==> src/rtl/if_fetch_stage.sv <==
// Instruction fetch stage: PC, in-order imem requests, prefetch FIFO,
// register-field decode and redirect handling with stale-response discard.
module if_fetch_stage #(
    parameter logic [15:0] RESET_PC  = 16'h0000,
    parameter int unsigned BUF_DEPTH = 2
) (
    input  logic        clk,
    input  logic        rst,
    output logic        imem_req,
    output logic [15:0] imem_addr,
    input  logic        imem_gnt,
    input  logic        imem_rvalid,
    input  logic [15:0] imem_rdata,
    input  logic        stall,
    input  logic        redirect,
    input  logic [15:0] redirect_pc,
    output logic [15:0] inst,
    output logic [15:0] pc,
    output logic [2:0]  read1_addr,
    output logic [2:0]  read2_addr,
    output logic [2:0]  write_addr,
    output logic        if_id_en,
    output logic        inst_valid
);

    localparam int PW = (BUF_DEPTH > 1) ? $clog2(BUF_DEPTH) : 1;
    localparam int CW = PW + 1;
    localparam int SW = CW + 1;

    logic [15:0]   fetch_pc;
    logic [15:0]   buf_word [BUF_DEPTH];
    logic [15:0]   buf_addr [BUF_DEPTH];
    logic [15:0]   fl_addr  [BUF_DEPTH];
    logic [PW-1:0] rd_ptr, wr_ptr, fl_rd, fl_wr;
    logic [CW-1:0] count, outstanding, drop;

    logic [SW-1:0] occupancy;
    logic          grant, push, pop;

    // Credit covers words in flight plus words buffered, so a response always has a slot.
    assign occupancy = {1'b0, outstanding} + {1'b0, count};
    assign imem_req  = ~rst & ~redirect & (occupancy < SW'(BUF_DEPTH));
    assign imem_addr = fetch_pc;
    assign grant     = imem_req & imem_gnt;

    assign inst_valid = ~rst & ~redirect & (count != '0);
    assign pop        = inst_valid & ~stall;
    assign push       = ~rst & ~redirect & imem_rvalid & (drop == '0);
    assign if_id_en   = ~stall;

    // NOTE: every always_comb output gets a default first so no latch is inferred.
    always_comb begin
        inst = 16'h0000;
        pc   = 16'h0000;
        if (inst_valid) begin
            inst = buf_word[rd_ptr];
            pc   = buf_addr[rd_ptr] + 16'd1;
        end
        read1_addr = inst[11:9];
        read2_addr = inst[8:6];
        write_addr = (inst[15:12] == 4'h0) ? inst[5:3] : inst[8:6];
    end

    // NOTE: sequential state uses non-blocking assignments so every flop sees pre-edge values.
    always_ff @(posedge clk) begin
        if (rst) begin
            fetch_pc    <= RESET_PC;
            count       <= '0;
            outstanding <= '0;
            drop        <= '0;
            rd_ptr      <= '0;
            wr_ptr      <= '0;
            fl_rd       <= '0;
            fl_wr       <= '0;
        end else begin
            outstanding <= outstanding + CW'(grant) - CW'(imem_rvalid);
            if (grant)       fl_wr <= fl_wr + PW'(1);
            if (imem_rvalid) fl_rd <= fl_rd + PW'(1);

            if (redirect) begin
                // Everything still in flight is now stale, except a response landing right now.
                fetch_pc <= redirect_pc;
                drop     <= outstanding - CW'(imem_rvalid);
                count    <= '0;
                rd_ptr   <= '0;
                wr_ptr   <= '0;
            end else begin
                if (grant)                        fetch_pc <= fetch_pc + 16'd1;
                if (imem_rvalid && drop != '0)    drop     <= drop - CW'(1);
                if (push)                         wr_ptr   <= wr_ptr + PW'(1);
                if (pop)                          rd_ptr   <= rd_ptr + PW'(1);
                count <= count + CW'(push) - CW'(pop);
            end
        end
    end

    // NOTE: storage arrays are not reset; pointers and counts alone define what is valid.
    always_ff @(posedge clk) begin
        if (grant) fl_addr[fl_wr] <= fetch_pc;
        if (push) begin
            buf_word[wr_ptr] <= imem_rdata;
            buf_addr[wr_ptr] <= fl_addr[fl_rd];
        end
    end

endmodule
==> config.mk <==
export PLATFORM = sky130hd
export DESIGN_NAME = if_fetch_stage
export DESIGN_NICKNAME = d
export VERILOG_FILES = /design/src/rtl/if_fetch_stage.sv
export SDC_FILE = /design/constraint.sdc
export NUM_CORES = 1
export LEC_CHECK = 0
export ABC_AREA = 1
export CAP_MARGIN = 5
export CORE_MARGIN = 3
export CORE_UTILIZATION = 50
export DETAILED_ROUTE_END_ITERATION = 7
export MAX_ROUTING_LAYER = met4
export PLACE_DENSITY = 0.76
export RECOVER_POWER = 50
export SYNTH_ARGS = -nofsm -noshare
export SYNTH_HDL_FRONTEND = slang
export SYNTH_SLANG_ARGS = --single-unit
==> constraint.sdc <==
create_clock -name clk -period 5.5 [get_ports clk]
set_clock_uncertainty 0.15 [all_clocks]
set_input_delay 1.1 -clock clk [delete_from_list [all_inputs] [get_ports clk]]
set_output_delay 1.1 -clock clk [all_outputs]
set_load 0.1 [all_outputs]
* Yosys cells after proc, flatten, opt, wreduce, memory -nomap -nowiden
Memories as Yosys holds them, arrays and structs flattened. A register that Yosys moved wholly into a read port is not among the register bits.
Cells that the tools add are included.
** Word-level totals
- Flip-flop bits (word level) :: 26
- Bits in latches :: 0
- Bits in writable memories :: 96
- Memory bits (read-only) :: 0
- Bits of input ports :: 38
- Output and inout bits :: 60
- Logic and storage cells :: 60
- Memories kept :: 3
** Memory list
- buf_addr :: depth 2, width 16, read ports 1, clocked after Yosys merged registers in 1, wr ports 1, line 32 : logic [15:0] buf_addr [BUF_DEPTH];
- buf_word :: depth 2, width 16, read ports 1, clocked after Yosys merged registers in 1, wr ports 1, line 31 : logic [15:0] buf_word [BUF_DEPTH];
- fl_addr :: depth 2, width 16, read ports 1, clocked after Yosys merged registers in 1, wr ports 1, line 33 : logic [15:0] fl_addr [BUF_DEPTH];
** Operators by class
- Add/subtract/negate cells :: 13
- Multipliers :: 0
- Divide/modulo/power cells :: 0
- Order comparisons :: 1
- Equality and inequality tests :: 0
- Shift operators :: 0
- Mux-type cells :: 17
- Bitwise logic cells :: 10
- Reductions and logical operators :: 8
** Operators by type and width (number)
- 2-to-1 mux 16 bit :: 4
- adder 16 x 1 -> 16 bit, second input constant :: 2
- 2-to-1 mux 1 bit :: 10
- nonzero test 2 bit :: 4
- AND 1 bit :: 7
- subtractor 2 x 1 -> 2 bit :: 3
- adder 1 bit, second input constant :: 4
- adder 2 x 1 -> 2 bit :: 2
- logical NOT 4 bit :: 1
- 2-to-1 mux 2 bit :: 2
- adder 2 x 2 -> 3 bit :: 1
- less-than comparator 3 x 2 -> 1 bit, second input constant :: 1
- 2-to-1 mux 3 bit :: 1
- inverter 1 bit :: 3
- logical NOT 2 bit :: 1
- OR reduction 2 bit :: 1
- subtractor 2 x 1 -> 2 bit, second input constant :: 1
- logical AND 1 bit :: 1

* Longest topological paths before layout
Gate-level depths: netlist of run 1.
- Word-level depth :: 6
- Depth in mapped cells :: 13
- Depth with buffers taken out :: 11

* Worst setup path before layout of run 1
OpenSTA, ideal clock, no wires.
- Path type :: input port to output port
- Start :: input rst
- End :: output write_addr[0]
- Arrival :: 4.440 ns
- Data required time :: 4.250 ns
- Slack :: -0.190 ns
- Cell stages on the path :: 9
- Path buffers :: 2
- Path through :: buf_2 > nor2_8 > o21ai_2 > buf_6 > a21oi_1 > nor2_1 > nand2_2 > nand2_1 > o21ai_1
** On the way
- Cells in the longest elaborated chain, start to end :: 6
** Ends and longest elaborated chain
- start, declared :: line 8 : input logic rst,
- inverter 1 bit :: line 46 : assign inst_valid = ~rst & ~redirect & (count != '0);
- AND 1 bit (2 in a row) :: line 46
- 2-to-1 mux 16 bit :: line 55 : if (inst_valid) begin
- via inst[15] :: line 17 : output logic [15:0] inst,
- logical NOT 4 bit :: line 61 : write_addr = (inst[15:12] == 4'h0) ? inst[5:3] : inst[8:6];
- 2-to-1 mux 3 bit :: line 61
- end, declared :: line 21 : output logic [2:0] write_addr,
The timed path passes the listed nets, and every way through them passes these cells.

* Final worst setup path of run 1
- Start :: input redirect
- End :: output write_addr[1]
** On the way
- Cells in the longest elaborated chain, start to end :: 6
** Ends and longest elaborated chain
- start, declared :: line 15 : input logic redirect,
- inverter 1 bit (*) :: line 46
- AND 1 bit (*) (2 in a row) :: line 46
- 2-to-1 mux 16 bit (*) :: line 55
- logical NOT 4 bit :: line 61
- 2-to-1 mux 3 bit (*) :: line 61
Mark *: on every way between the ends. The rest lies on a longest branch, timed or not.

==> results of run 1 <==
[synthesized netlist by cell type (all sizes together) (6+ instances only)]
cell,n,area [sq um]
buf,21,181.4
nor2,64,284.0
nand3,23,132.6
inv,87,331.6
a21oi,38,197.7
ha,8,100.1
o21ai,44,227.7
edfxtp,96,2883
dfxtp,28,560.5
mux2,16,180.2
nand2,168,688.2
nor3,6,35.03
[flip-flops by register name, indices dropped and copies added (netlist names), named ones only]
signal and flops:
imem_addr 16, wr_ptr 1, buf_word 32, drop 2
fl_rd 1, rd_ptr 1, fl_addr 32, fl_wr 1
outstanding 2, buf_addr 32, count 2
[worst max-delay path by stage]
stage	slack, ns	start	to	cells past startpoint
after floorplan	0.02	rst	write_addr[0]	7
after global placement	0.92	redirect	write_addr[1]	7
after detailed placement	0.78	redirect	write_addr[1]	7
after CTS	0.79	redirect	write_addr[1]	7
after global routing	0.35	redirect	write_addr[2]	7
final	0.56	redirect	write_addr[1]	7
[worst reg2reg max path, stage by stage, from the launching register on]
cell	delay, ns
dfxtp_1	0.35
o21ai_2	0.78
inv_2	0.32
nand2_1	0.22
inv_1	0.07
ha_1	0.27
inv_1	0.04
ha_1	0.18
xnor2_1	0.14
or2_2	0.28
a21oi_1	0.14
[routing by layer]
layer	up-vias	routed length (um)	part of all wire, %
met5	-	0	0
met4	0	207	1.7
met3	23	796	6.4
met2	185	5781	47
met1	2057	5576	45
li1	2246	-	-
[cell type report]
class,count,share of cell area (%)
inverter,88,4.500
sequential,124,46.21
tap,143,2.401
timing repair buffer,103,12.26
clock inverter,10,1.243
clock buffer,22,6.364
multi-input combinational,388,27.02
[where the power goes]
| part | switching, W | internal (W) |
|---|---|---|
| logic | 0.000150 | 0.0000729 |
| clock network | 0.000382 | 0.000654 |
| registers | 0.0000268 | 0.00104 |
[layout by cell type, fill, tap and decap left out, types with 7 or more instances in the layout]
| master | instances |
|---|---|
| buf_4 | 46 |
| o21ai_1 | 10 |
| dfxtp_1 | 28 |
| nand2_1 | 149 |
| a21oi_1 | 34 |
| dlygate4sd3_1 | 18 |
| mux2_1 | 12 |
| clkdlybuf4s50_1 | 36 |
| nor2_1 | 55 |
| nand2_2 | 17 |
| nor2_2 | 7 |
| clkbuf_16 | 17 |
| nand3_1 | 21 |
| inv_1 | 80 |
| o21ai_0 | 32 |
| edfxtp_1 | 96 |
| ha_1 | 8 |
[through the flow]
stage | worst slack, ns | hold WS, ns | total power, W
detailed placement | 0.7830 | 0.3336 | 0.001315
global route | 0.3550 | 0.3659 | 0.002411
floorplan | 0.02438 | 0.3090 | 0.001240
global placement | 0.9184 | 0.3205 | 0.001308
CTS | 0.7906 | 0.3412 | 0.002357
finish | 0.5634 | 0.3471 | 0.002329
[cells by family after synthesis]
group	synth area share, %
AND/OR/NAND/NOR	19.82
flip-flops	57.46
buffers and inverters	8.875
AO/OA/AOI/OAI	7.789
multiplexers	3.174
adder cells (fa/ha/maj)	2.005
XOR/XNOR	0.8770
==> tab_implementation.tex, run 1 <==
\begin{tabular}{lr}
\hline
Metric & Value \\
\hline
\multicolumn{2}{l}{\textbf{Global route}} \\
\quad Overall overflow remaining after global route & 0 \\
\quad Largest net degree at the start of global routing & 33 \\
\quad Wire length of the first global-routing pass & slightly above 20,000 um \\
\quad Antenna violations before repair & 0 \\
\quad Via count of the first global-routing pass & between 4,000 and 5,000 \\
\quad Met1 Usage GRT & roughly a quarter \\
\quad Most Crowded Layer GR & met2 \\
\quad M3 GR Usage & around 5.1\% \\
\quad Overall routing resource usage & between 20\% and 30\% \\
\quad GR met2 Demand/Resource & approximately a third \\
\multicolumn{2}{l}{\textbf{Logic synthesis}} \\
\quad Number of distinct standard cells referenced by the synthesized netlist & 42 \\
\quad Area of the mapped netlist & roughly 6000 sq um \\
\quad Number of warnings issued by yosys & 0 \\
\quad Mean Syn Cell Area & about 9.6 sq um \\
\quad Nets in the synthesized netlist & $\sim$670 \\
\quad Number of synthesized flops with an enable pin & 96 \\
\quad Flip-flop and latch count after synthesis & around 120 \\
\quad Synth Flop Type & edfxtp\_1 \\
\quad Number of standard cells after synthesis & $\sim$630 \\
\quad Share of synthesized registers carrying an async set or reset & 0\% \\
\quad Sequential cell area fraction in the yosys report & a little under three fifths \\
\multicolumn{2}{l}{\textbf{Worst setup path}} \\
\quad Arrival time reported for the critical path endpoint & about 3.7 ns \\
\quad Source of the worst register-to-register timing path & count[1] \\
\quad Reg2Reg Depth & 10 \\
\quad Kind of capture point of the worst setup path & output port \\
\quad Family with the most delay on the worst path & buffers and inverters \\
\quad Worst R2R Setup Slack & between 2 and 2.5 ns \\
\quad Largest incremental delay on the critical path & 0.78 ns \\
\quad R2R Path End & count[1] \\
\quad Category of the most critical setup path & in -> out \\
\quad Cell-by-cell listing of the critical path & dlygate4sd3\_1, nor2\_1, o21ai\_2, inv\_2, o21ai\_0, o21ai\_1, buf\_4 \\
\quad Required time of the worst setup path & 4.25 ns \\
\quad Highest-delay cell along the critical path & dlygate4sd3\_1 \\
\quad Critical path buffers and inverters & 3 \\
\quad Type of element launching the critical path & input port \\
\quad Crit path max fanout & 20 \\
\multicolumn{2}{l}{\textbf{Floorplan}} \\
\quad CORE AREA & 11,560 sq um \\
\quad Total Die Area & 13,330 sq um \\
\quad Die Width & approximately 120 um \\
\quad Row count & 39 \\
\quad Starting Density & between 50\% and 60\% \\
\quad I/O pins & around 100 \\
\quad Die Y & roughly 120 um \\
\multicolumn{2}{l}{\textbf{Placement}} \\
\quad Number of cells in the design after placement & between 800 and 900 \\
\quad IO Port Bufs & 97 \\
\quad Post-Place Cell Area & approximately 6900 sq um \\
\quad Total half-perimeter wirelength after legalization and detailed placement & a little under 9000 um \\
\quad Weighted congestion reported at the end of routability-driven placement & 0.9746 \\
\multicolumn{2}{l}{\textbf{Clock network}} \\
\quad Level count of the clock H-tree & 4 \\
\quad Clock Tree Root & clkbuf\_16 \\
\quad Number of buffers added by the clock tree synthesis step & 17 \\
\quad Cts-stage hold buffer count & 0 \\
\quad Clock sink count & about 120 \\
\quad Maximum clock path buffer count & 2 \\
\quad Clock transition at the registers of the reported paths & 0.05 ns \\
\quad Number of cells upsized or downsized after cts & 0 \\
\quad Number of post-CTS setup repair buffers & 0 \\
\quad TritonCTS clock tree & built \\
\quad Skew-Pair Late Insertion Delay & roughly 0.41 ns \\
\multicolumn{2}{l}{\textbf{Pwr}} \\
\quad Power per Cell Area & about 310 nW/um\^{}2 \\
\quad Leak pwr & roughly 3.1 nW \\
\quad Maximum resistive drop on vdd & $\sim$0.20 mV \\
\multicolumn{2}{l}{\textbf{Worst hold path}} \\
\quad Hold Crit Start & fl\_wr \\
\quad Hold path depth & 2 \\
\quad Kind of path behind the tightest hold check & reg -> reg \\
\quad Destination of the worst hold path & fl\_wr \\
\multicolumn{2}{l}{\textbf{STA}} \\
\quad Final-report max-slew violation count & 66 \\
\quad Setup violations, final & 0 \\
\quad Slew @ Worst Pin & 1.841 ns \\
\quad Final critical path time including I/O delays and setup & around 5 ns \\
\quad Setup\_tns & 0 ns \\
\quad Share of the cycle needed by the critical path after routing & between 80\% and 90\% \\
\quad Hold Fails Final Rpt & 0 \\
\quad RSZ-0062 raised after global routing & false \\
\quad Peak Freq & approximately 200 MHz \\
\quad Relative slew slack & -22.75\% \\
\multicolumn{2}{l}{\textbf{Routing}} \\
\quad First DRT Iteration DRCs & 235 \\
\quad Remaining antenna violation count after routing & 0 \\
\quad Total vias in the final route & 4,511 \\
\quad Number of vias per cell & a little over 5 \\
\quad Detailed-routing iteration count for the pre-antenna-repair pass & 5 \\
\quad Final Routed Wirelength & between 10,000 and 15,000 um \\
\quad DRC viols & 0 \\
\quad DR WL/cell & approximately 14 um \\
\multicolumn{2}{l}{\textbf{Cells and area}} \\
\quad Layout fillers & between 800 and 900 \\
\quad Relative area change from synthesis to final layout & 24.35\% \\
\quad Sequential cell area & between 3000 and 4000 sq um \\
\quad Nets & between 700 and 800 \\
\quad Utilization of the core after routing & approximately 64\% \\
\quad Area used by multi-input combinational logic & approximately 2000 sq um \\
\quad Finished Cell Area & about 7500 sq um \\
\quad Cell Count, Final, Fillers Out & about 880 \\
\quad Number of diodes & 0 \\
\quad Fraction of layout instances using a drive strength above 1 & between 15 and 20\% \\
\multicolumn{2}{l}{\textbf{Outcome}} \\
\quad Failing checks & capacitance limit, slew limit \\
\quad Run status & complete, but fails checks \\
\multicolumn{2}{l}{\textbf{Run}} \\
\quad Number of max-cap violations & 2 \\
\hline
\end{tabular}
(Power assumes the default switching activity.)
==> inputs of run 2 (changes only) <==
--- a/config.mk
+++ b/config.mk
@@ -13,6 +13,7 @@
 export MAX_ROUTING_LAYER = met4
 export PLACE_DENSITY = 0.76
 export RECOVER_POWER = 50
+export SLEW_MARGIN = 20
 export SYNTH_ARGS = -nofsm -noshare
 export SYNTH_HDL_FRONTEND = slang
 export SYNTH_SLANG_ARGS = --single-unit
==> results of run 2 <==
Same layout as run 1: the final DEF is identical, and so are final timing and power.
==> inputs of run 3 (changes only) <==
--- a/config.mk
+++ b/config.mk
@@ -7,7 +7,7 @@
 export LEC_CHECK = 0
 export ABC_AREA = 1
 export CAP_MARGIN = 5
-export CORE_MARGIN = 3
+export CORE_MARGIN = 4
 export CORE_UTILIZATION = 50
 export DETAILED_ROUTE_END_ITERATION = 7
 export MAX_ROUTING_LAYER = met4
==> constraint.sdc (replaced) <==
create_clock -name clk -period 5.4 [get_ports clk]
set_clock_uncertainty 0.15 [all_clocks]
set_input_delay 1.08 -clock clk [delete_from_list [all_inputs] [get_ports clk]]
set_output_delay 1.08 -clock clk [all_outputs]
set_load 0.1 [all_outputs]
==> tab_implementation.tex, run 3 (synthesis gave the netlist of run 1 again) <==
\begin{tabular}{lr}
\hline
Metric & Value \\
\hline
\multicolumn{2}{l}{\textbf{STA}} \\
\quad Peak Freq & 205.2 MHz \\
\quad Slew @ Worst Pin & 1.870 ns (was 1.841 ns) \\
\quad Share of the cycle needed by the critical path after routing & 90.27\% \\
\quad RSZ-0062 raised after global routing & false (unchanged) \\
\quad Relative slew slack & -24.67\% (was -22.75\%) \\
\quad Final-report max-slew violation count & 66 (unchanged) \\
\quad Hold Fails Final Rpt & 0 (unchanged) \\
\quad Setup violations, final & 0 (unchanged) \\
\quad Final critical path time including I/O delays and setup & $\sim$4.9 ns \\
\multicolumn{2}{l}{\textbf{Placement}} \\
\quad Total half-perimeter wirelength after legalization and detailed placement & 8753 um (was 8679 um) \\
\quad Number of cells in the design after placement & 846 (unchanged) \\
\quad Weighted congestion reported at the end of routability-driven placement & 0.8898 (was 0.9746) \\
\quad IO Port Bufs & 97 (unchanged) \\
\multicolumn{2}{l}{\textbf{Clock network}} \\
\quad Maximum clock path buffer count & 2 (unchanged) \\
\quad Number of post-CTS setup repair buffers & 0 (unchanged) \\
\quad Clock transition at the registers of the reported paths & 0.06 ns (was 0.05 ns) \\
\quad Cts-stage hold buffer count & 0 (unchanged) \\
\quad Number of buffers added by the clock tree synthesis step & 17 (unchanged) \\
\quad Skew-Pair Late Insertion Delay & 0.41 ns (about the same) \\
\quad Number of cells upsized or downsized after cts & 0 (unchanged) \\
\quad Level count of the clock H-tree & 4 (unchanged) \\
\quad TritonCTS clock tree & built (unchanged) \\
\quad Clock Tree Root & clkbuf\_16 (unchanged) \\
\quad Clock sink count & 124 (unchanged) \\
\multicolumn{2}{l}{\textbf{Worst setup path}} \\
\quad Kind of capture point of the worst setup path & output port (unchanged) \\
\quad Arrival time reported for the critical path endpoint & 3.64 ns (was 3.69 ns) \\
\quad Category of the most critical setup path & in -> out (unchanged) \\
\quad Largest incremental delay on the critical path & 0.76 ns (was 0.78 ns) \\
\quad Critical path buffers and inverters & 3 (unchanged) \\
\quad Cell-by-cell listing of the critical path & dlygate4sd3\_1, nor2\_1, o21ai\_2, inv\_2, o21ai\_0, o21ai\_1, buf\_12 (was dlygate4sd3\_1, nor2\_1, o21ai\_2, inv\_2, o21ai\_0, o21ai\_1, buf\_4) \\
\quad Highest-delay cell along the critical path & dlygate4sd3\_1 (unchanged) \\
\quad Required time of the worst setup path & 4.17 ns (was 4.25 ns) \\
\quad Type of element launching the critical path & input port (unchanged) \\
\quad Family with the most delay on the worst path & buffers and inverters (unchanged) \\
\quad Crit path max fanout & 20 (unchanged) \\
\multicolumn{2}{l}{\textbf{Floorplan}} \\
\quad Row count & 39 (unchanged) \\
\quad CORE AREA & 11,560 sq um (unchanged) \\
\quad Starting Density & 51.81\% (unchanged) \\
\quad Die Width & 117.5 um (was 115.5 um) \\
\quad Die Y & 117.5 um (was 115.5 um) \\
\quad Total Die Area & 13,800 sq um (was 13,330 sq um) \\
\quad I/O pins & 98 (unchanged) \\
\multicolumn{2}{l}{\textbf{Global route}} \\
\quad Wire length of the first global-routing pass & 20,970 um (was 20,470 um) \\
\quad Via count of the first global-routing pass & 4,439 (unchanged) \\
\quad Antenna violations before repair & 0 (unchanged) \\
\quad Overall overflow remaining after global route & 0 (unchanged) \\
\quad Largest net degree at the start of global routing & 33 (unchanged) \\
\quad Overall routing resource usage & 19.09\% (was 20.30\%) \\
\multicolumn{2}{l}{\textbf{Pwr}} \\
\quad Leak pwr & 3.164 nW (was 3.082 nW) \\
\quad Maximum resistive drop on vdd & 0.2107 mV (was 0.1988 mV) \\
\quad Total power consumption of the routed design & 0.002635 W (was 0.002329 W) \\
\quad Power per Cell Area & 342.1 nW/um\^{}2 (was 312.5 nW/um\^{}2) \\
\multicolumn{2}{l}{\textbf{Routing}} \\
\quad Detailed-routing iteration count for the pre-antenna-repair pass & 6 (was 5) \\
\quad Remaining antenna violation count after routing & 0 (unchanged) \\
\quad Number of vias per cell & 5.065 (was 5.138) \\
\quad First DRT Iteration DRCs & 270 (was 235) \\
\quad Total vias in the final route & 4,447 (was 4,511) \\
\quad DRC viols & 0 (unchanged) \\
\quad Final Routed Wirelength & 12,490 um (was 12,360 um) \\
\quad DR WL/cell & 14.23 um (was 14.08 um) \\
\multicolumn{2}{l}{\textbf{Cells and area}} \\
\quad Most common cell after layout, fill and taps aside & nand2\_1 (unchanged) \\
\quad Relative area change from synthesis to final layout & 28.54\% (was 24.35\%) \\
\quad Fraction of layout instances using a drive strength above 1 & 17.55\% (was 17.01\%) \\
\quad Most frequent cells in the layout & 149 x nand2\_1, 96 x edfxtp\_1, 80 x inv\_1 (unchanged) \\
\quad Cell Count, Final, Fillers Out & 878 (unchanged) \\
\quad Number of diodes & 0 (unchanged) \\
\quad Utilization of the core after routing & 66.60\% (was 64.43\%) \\
\quad Largest registers & buf\_addr: 32 flops, buf\_word: 32 flops, fl\_addr: 32 flops (unchanged) \\
\quad Nets & 769 (unchanged) \\
\quad Layout fillers & 894 (was 890) \\
\multicolumn{2}{l}{\textbf{Run}} \\
\quad Number of max-cap violations & 2 (unchanged) \\
\multicolumn{2}{l}{\textbf{Outcome}} \\
\quad Run status & complete, but fails checks (unchanged) \\
\quad Failing checks & capacitance limit, slew limit (unchanged) \\
\multicolumn{2}{l}{\textbf{Worst hold path}} \\
\quad Kind of path behind the tightest hold check & reg -> reg (unchanged) \\
\hline
\end{tabular}
run 3: cell type report:
cell class | count | area, sq um | share of cell area [%]
timing repair buffer | 103 | 1039 | 13.48
sequential | 124 | 3443 | 44.70
multi-input combinational | 388 | 2013 | 26.14
clock buffer | 17 | 425.4 | 5.523
inverter | 88 | 335.3 | 4.353
clock inverter | 15 | 267.8 | 3.476
tap | 143 | 178.9 | 2.323
run 3: worst paths after layout:
path | startpoint | endpoint | slack [ns] | cells past startpoint
min reg2reg | fl_wr | fl_wr | 0.34 | 2
min | fl_wr | fl_wr | 0.34 | 2
max reg2reg | count[1] | count[1] | 2.38 | 10
max | redirect | write_addr[1] | 0.53 | 7
run 3: where the power goes:
part | internal (W) | total (W) | switching (W)
sequential | 0.00106 | 0.00109 | 0.0000267
clock | 0.000912 | 0.00132 | 0.000406
combinational | 0.0000754 | 0.000228 | 0.000153
total | 0.00205 | 0.00264 | 0.000586
run 3: per-stage QoR:
step | TNS [ns] | setup slack, ns | cell area [sq um] | hold slack [ns]
after global routing | 0 | 0.3111 | 7702 | 0.3833
final | 0 | 0.5257 | 7702 | 0.3448
after CTS | 0 | 0.7284 | 7726 | 0.3465
after global placement | 0 | 0.8273 | 7033 | 0.3202
after detailed placement | 0 | 0.7379 | 7033 | 0.3357
after floorplan | -0.1069 | -0.03562 | 6000 | 0.3090
run 3: worst min-delay path: stages, from the launching register on:
cell and delay, ns:
dfxtp_1 0.31, inv_1 0.08, a21oi_1 0.06
run 3: routing by layer:
| layer | GRT usage [%] | share of wire, % | wire, um |
|---|---|---|---|
| met1 | 24.37 | 47 | 5818 |
| met2 | 29.37 | 47 | 5848 |
| met3 | 4.998 | 5.5 | 684 |
| met4 | 7.546 | 1.1 | 140 |
| met5 | - | 0 | 0 |
